===== config.mk =====
export PLATFORM = sky130hd
export DESIGN_NAME = iomem_byte_master
export DESIGN_NICKNAME = d
export VERILOG_FILES = /design/src/rtl/iomem_byte_master.sv
export SDC_FILE = /design/constraint.sdc
export NUM_CORES = 1
export LEC_CHECK = 0
export CORE_MARGIN = 5
export CORE_UTILIZATION = 45
export DETAILED_ROUTE_END_ITERATION = 6
export DONT_BUFFER_PORTS = 1
export SYNTH_ARGS = -nofsm -noshare
export SYNTH_HDL_FRONTEND = slang
export SYNTH_SLANG_ARGS = --single-unit

===== constraint.sdc =====
create_clock -name clk -period 4.7 [get_ports clk]
set_clock_uncertainty 0.05 [all_clocks]
set_input_delay 1.41 -clock clk [delete_from_list [all_inputs] [get_ports clk]]
set_output_delay 1.41 -clock clk [all_outputs]
set_load 0.01 [all_outputs]

===== src/rtl/iomem_byte_master.sv =====
// iomem_byte_master: byte-stream command decoder driving single 32-bit iomem transactions.
//
// Ports:
//   clk, resetn        clock and synchronous active-low reset
//   rx_data/valid/ready  command byte stream in (transfer on valid & ready)
//   tx_data/valid/ready  response byte stream out (transfer on valid & ready)
//   iomem_valid/ready    bus request / responder completion pulse
//   iomem_wstrb          4'hF on writes, 4'h0 on reads
//   iomem_addr/wdata     bus address and write data, stable while iomem_valid
//   iomem_rdata          read data, sampled when iomem_ready
//   busy                 high whenever a command is in progress
//
// Frames (MSB first): 57 A3..A0 D3..D0 -> 4B; 52 A3..A0 -> R3..R0;
// unknown first byte -> 45; bus timeout -> 54.
module iomem_byte_master #(
    parameter int TIMEOUT = 1023,
    parameter int TO_W    = 10
) (
    input  logic        clk,
    input  logic        resetn,
    input  logic [7:0]  rx_data,
    input  logic        rx_valid,
    output logic        rx_ready,
    output logic [7:0]  tx_data,
    output logic        tx_valid,
    input  logic        tx_ready,
    output logic        iomem_valid,
    input  logic        iomem_ready,
    output logic [3:0]  iomem_wstrb,
    output logic [31:0] iomem_addr,
    output logic [31:0] iomem_wdata,
    input  logic [31:0] iomem_rdata,
    output logic        busy
);
    typedef enum logic [2:0] {IDLE, ADDR, DATA, BUS, RESP} state_t;

    state_t      state, state_next;
    logic        is_wr;
    logic [1:0]  byte_cnt;
    logic [1:0]  resp_left;
    logic [31:0] resp;
    logic [TO_W-1:0] to_cnt;
    logic        rx_fire, tx_fire, bus_done, bus_to;

    assign rx_ready = resetn && (state == IDLE || state == ADDR || state == DATA);
    assign tx_valid = state == RESP;
    assign tx_data  = resp[31:24];
    assign busy     = state != IDLE;
    assign rx_fire  = rx_valid && rx_ready;
    assign tx_fire  = tx_valid && tx_ready;
    assign bus_done = iomem_valid && iomem_ready;
    // The last permitted valid cycle is the one where to_cnt == TIMEOUT-1;
    // a ready in that same cycle still counts as success.
    assign bus_to   = iomem_valid && !iomem_ready && to_cnt == TO_W'(TIMEOUT - 1);

    always_ff @(posedge clk) begin
        if (!resetn)
            state <= IDLE;
        else
            state <= state_next;
    end

    always_comb begin
        state_next = state;
        case (state)
            IDLE: if (rx_fire) state_next = (rx_data == 8'h57 || rx_data == 8'h52) ? ADDR : RESP;
            ADDR: if (rx_fire && byte_cnt == 2'd3) state_next = is_wr ? DATA : BUS;
            DATA: if (rx_fire && byte_cnt == 2'd3) state_next = BUS;
            BUS:  if (bus_done || bus_to) state_next = RESP;
            RESP: if (tx_fire && resp_left == 2'd0) state_next = IDLE;
            default: state_next = IDLE;
        endcase
    end

    always_ff @(posedge clk) begin
        if (!resetn) begin
            is_wr       <= 1'b0;
            byte_cnt    <= 2'd0;
            resp_left   <= 2'd0;
            resp        <= 32'h0;
            to_cnt      <= '0;
            iomem_valid <= 1'b0;
            iomem_wstrb <= 4'h0;
            iomem_addr  <= 32'h0;
            iomem_wdata <= 32'h0;
        end else begin
            // The error byte is preloaded on every command byte; a valid
            // command overwrites it once the bus transfer finishes.
            if (rx_fire && state == IDLE) begin
                is_wr     <= rx_data == 8'h57;
                resp      <= {8'h45, 24'h0};
                resp_left <= 2'd0;
            end
            if (rx_fire)
                byte_cnt <= state == IDLE ? 2'd0 : byte_cnt + 2'd1;
            if (rx_fire && state == ADDR)
                iomem_addr <= {iomem_addr[23:0], rx_data};
            if (rx_fire && state == DATA)
                iomem_wdata <= {iomem_wdata[23:0], rx_data};
            if (state != BUS && state_next == BUS) begin
                iomem_valid <= 1'b1;
                iomem_wstrb <= is_wr ? 4'hF : 4'h0;
                to_cnt      <= '0;
            end
            if (bus_done || bus_to) begin
                iomem_valid <= 1'b0;
                iomem_wstrb <= 4'h0;
                resp        <= bus_done ? (is_wr ? {8'h4B, 24'h0} : iomem_rdata) : {8'h54, 24'h0};
                resp_left   <= (bus_done && !is_wr) ? 2'd3 : 2'd0;
            end else if (iomem_valid) begin
                to_cnt <= to_cnt + TO_W'(1);
            end
            if (tx_fire) begin
                resp      <= {resp[23:0], 8'h0};
                resp_left <= resp_left - 2'd1;
            end
        end
    end
endmodule


# Yosys cells after proc, flatten, opt, wreduce, memory -nomap -nowiden
# Cells that the tools add are included.
[word_totals]
reg_bits = 119
output_inout_bits = 80
[op_classes]
n_eq_ne = 10
muxes = 22
addsub = 3
n_reduce_logical = 26
n_bitwise = 1
[op_table]
columns = ["op", "count"]
rows = [
  ["2-to-1 mux 32 bit", 5],
  ["2-to-1 mux 10 bit", 3],
  ["2-to-1 mux 3 bit", 6],
  ["equality test 8 x 7 -> 1 bit, second input constant", 2],
  ["case mux 3 bit (5 select lines)", 1],
  ["logical AND 1 bit", 13],
  ["adder 10 x 1 -> 10 bit, second input constant", 1],
  ["equality test 10 bit, second input constant", 1],
  ["2-to-1 mux 2 bit", 5],
  ["equality test 3 x 2 -> 1 bit, second input constant", 3],
  ["nonzero test 3 bit", 2],
  ["logical OR 1 bit", 4],
  ["2-to-1 mux 4 bit", 1],
  ["OR reduction 2 bit", 2],
  ["equality test 3 x 1 -> 1 bit, second input constant", 1],
  ["equality test 3 bit, second input constant", 1],
  ["logical NOT 3 bit", 1],
  ["inequality test 3 x 2 -> 1 bit, second input constant", 1],
  ["adder 2 x 1 -> 2 bit, second input constant", 1],
  ["equality test 2 bit, second input constant", 1],
  ["logical NOT 1 bit", 2],
  ["logical NOT 2 bit", 1],
  ["nonzero test 2 bit", 1],
  ["subtractor 2 x 1 -> 2 bit, second input constant", 1],
  ["2 further kinds", 2],
]

# Logic depth before layout (Yosys ltp)
[depth]
word_depth = 13
depth_mapped = 8

# Least setup slack after synthesis
# Ideal clock, no wire load.
[synth_timing]
kind = "input to output"
from = "input port resetn"
to = "output port rx_ready"
n_path_buf = 1
setup_slack_ns = 1.272
arrival_ns = 1.968
t_required_ns = 3.240
path_stages = 3
path_cell_list = "inv_2 clkbuf_1 nor3b_1"
[synth_between]
elab_chain_len = 1
[synth_lines]
columns = ["item", "line_no", "text"]
rows = [
  ["start, declared", "20", "input logic resetn,"],
  ["logical AND 1 bit", "45", "assign rx_ready = resetn && (state == IDLE || state == ADDR || state == DATA);"],
  ["end, declared", "23", "output logic rx_ready,"],
]
# No other way between the ends.

# Worst setup path after layout
[layout_timing]
from = "register state[2]"
to = "output port tx_valid"
[layout_between]
elab_chain_len = 1
[layout_lines]
columns = ["item", "line_no", "text"]
rows = [
  ["start, declared", "37", "state_t state, state_next;"],
  ["start signal, assigned", "60", "state <= state_next;"],
  ["equality test 3 bit", "46", "assign tx_valid = state == RESP;"],
  ["end, declared", "25", "output logic tx_valid,"],
]
# No other way between the ends.

==> metrics.yaml <==
outcome:
  status: "complete, no violations"
sta:
  setup_viol: 0
  slew_headroom: 0.2037
  slew_viol_final: 0
  min_period_ns: 3.297
  tightest_slew_ns: 1.185
  hold_viol: 0
  fin_crit_sh: 0.7014
  rsz0062_at_grt: "false"
  fin_setup_tns_ns: 0
  timing.fmax_ghz: 0.3033
placement:
  hpwl_um: 7807
  place_congestion: 0.8101
  io_buffers: 0
pwr:
  p_sw_w: 0.0004989
  irDropWorstVdd_uv: 186.4
  p_per_area_nw_per_um2: 434.5
  combinationalPowerShare: 0.033
  total_leakage_power_nw: 1.779
  p_seq_frac: 0.430
  p_int_w: 0.001830
  swShare: 0.2142
  power.share.clock: 0.537
clock_network:
  htreeDepth: 4
  cts_tree: "built"
  ctsHoldBuffers: 0
  clockBufferDepth: 2
  postCtsSetupRepairBufs: 0
  post_cts.resized_instances: 0
  clkSinkCount: 116
  clkLatencyLatePin_ns: 0.51
  clkTransAtPathRegs_ns: 0.05
  root_buffer: "clkbuf_8"
  cts_made_buffers: 17
final_layout:
  area_delta_synth_final_pct: 11.80
  final_nets: 623
  drive_gt1_frac: 0.08177
  num_antenna_cells: 0
  utilization: 0.5169
critical_path:
  worstPathCellList: "nor3b_1"
  cp_slowest_cell: "nor3b_1"
  arrival_ns: 1.84
  end_kind: "primary output"
  crit_family: "simple AND/OR/NAND/NOR gates"
  r2r_start: "state[2]"
  cpPeakStageDelay_ns: 0.70
  reg2reg_to: "resp[6]"
  r2r_cells: 4
  critPathLaunchType: "register"
  cp.required_ns: 3.24
  crit_buf_inv: 0
  path_max_fanout: 15
  critPathKind: "register to primary output"
  r2r_setup_slack_ns: 1.96
floorplan:
  fp.dieArea_um2: 12820
  num_io_pins: 125
  num_rows: 37
  core_region_area_um2: 10370
  die_w_um: 113.2
  start_util: 0.4624
  die_h_um: 113.2
drt:
  drt_pass1_iterations: 6
  viasPerCell: 5.564
  drt-initial-drc-count: 267
  num_vias: 4023
  drcViolationCount: 0
  ant_nets: 0
  wirelength_um: 11560
  wl_per_cell_um: 15.99
synthesis:
  yosys_register_bits: 116
  ys_top_cells_by_area: "dfxtp_1, nand2_1, a21oi_1"
  yosysMostFrequentCell: "nand2_1"
  synth_cells: 600
  synthesis.area_um2: 4795
  async_flop_share: 0
  yosys.area.top_type: "dfxtp_1"
  synth_common_cells: "nand2_1, dfxtp_1, a21oi_1"
  synth_edf_count: 0
  seq_area_frac_synth: 0.4843
  synth_warnings: 0
  syn_area_per_cell_um2: 7.991
  synthDominantCellAreaShare: 0.4843
  ys.flop_type: "dfxtp_1"
  synth_cell_types: 55
  synthesis.nets: 649
hold_path:
  min_to: "resp[21]"
  hold_path.class: "register to register"
  hold_depth: 2
  hold_start: "resp[21]"
global_route:
  antenna_found_initial: 0
  grt.overflow.total: 0
  grt_pass1_wl_um: 19410
  grt_pass1_vias: 3851
  grt_max_degree: 98
  grt_use_total: 0.1866
flow_run:
  maxCapViolations: 0
## worst max path at each step
stage / startpoint / to / cells past startpoint
3_5_place_dp: iomem_ready / resp[28] / 5
5_1_grt: state[2] / tx_valid / 1
4_1_cts: state[2] / tx_valid / 1
2_1_floorplan: resetn / rx_ready / 3
3_3_place_gp: iomem_ready / resp[28] / 5
6_report: state[2] / tx_valid / 1
## routing by layer
metal,track usage,vias to the layer above,part of all wire
met5,0,-,0
met4,0.06250,0,0.011
met3,0.1011,10,0.11
met2,0.2942,121,0.46
met1,0.2164,1887,0.42
li1,-,2005,-
## power groups by stage
stage	clock [W]	sequential (W)	combinational [W]
2_1_floorplan	0	0.00102	0.0000717
4_1_cts	0.00128	0.00100	0.0000780
6_report	0.00125	0.00100	0.0000773
5_1_grt	0.00133	0.00100	0.0000872
3_5_place_dp	0	0.00102	0.0000777
3_3_place_gp	0	0.00102	0.0000768
## area by class of cell
cell class	count	area, µm²
clock buffers	22	442.9
clock inverters	10	131.4
fillers	1007	5010
inverters	7	26.28
multi-input cells	425	2215
flip-flops and latches	116	2322
well taps	136	170.2
repair buffers	7	52.55
## kinds of logic (layout without fill, tap and decap cells)
logic type / count (synthesis) / in the layout / share of synthesized area
muxes: 4 / 4 / 0.008612
and+or+nand+nor: 282 / 282 / 0.2651
xor gates and xnor gates: 3 / 3 / 0.005481
DFF: 116 / 116 / 0.4843
adders and majority gates: 4 / 4 / 0.01044
AOI/OAI and AO/OA: 132 / 132 / 0.1694
buffers and inverters: 59 / 46 / 0.05663
## stage by stage
stage               hold WS [ns]  worst slack, ns  total power [W]  std cells  cell area, µm²
floorplan                 0.3821            1.272         0.001087        600            4795
global placement          0.4049            1.367         0.001100        691            4786
detailed placement        0.4098            1.357         0.001101        691            4786
CTS                       0.4174            1.397         0.002359        723            5360
global route              0.4375            1.304         0.002417        723            5360
finish                    0.4142            1.403         0.002329        723            5360
## registers in the layout, summed over array words and instances (netlist names)
name and cells:
iomem_addr 32, iomem_wdata 32, resp 32, to_cnt 10, state 3, byte_cnt 2
resp_left 2, iomem_valid 1, iomem_wstrb 1, is_wr 1
## placed cells by master (no fill, tap or decap), types with 4 or more instances in the layout
cell type	count
nand2_1	177
dfxtp_1	116
a21oi_1	73
nand3_1	28
nor2_1	20
a31oi_1	20
clkbuf_16	16
a22oi_1	10
nor3_1	9
nand2b_1	7
buf_4	7
inv_1	6
o21ai_0	5
a211o_1	5
clkinv_2	5
or3_1	4
nor3b_1	4
nand4_1	4
ha_1	4
clkbuf_1	4
No activity file was read; power rests on OpenSTA's default activity.
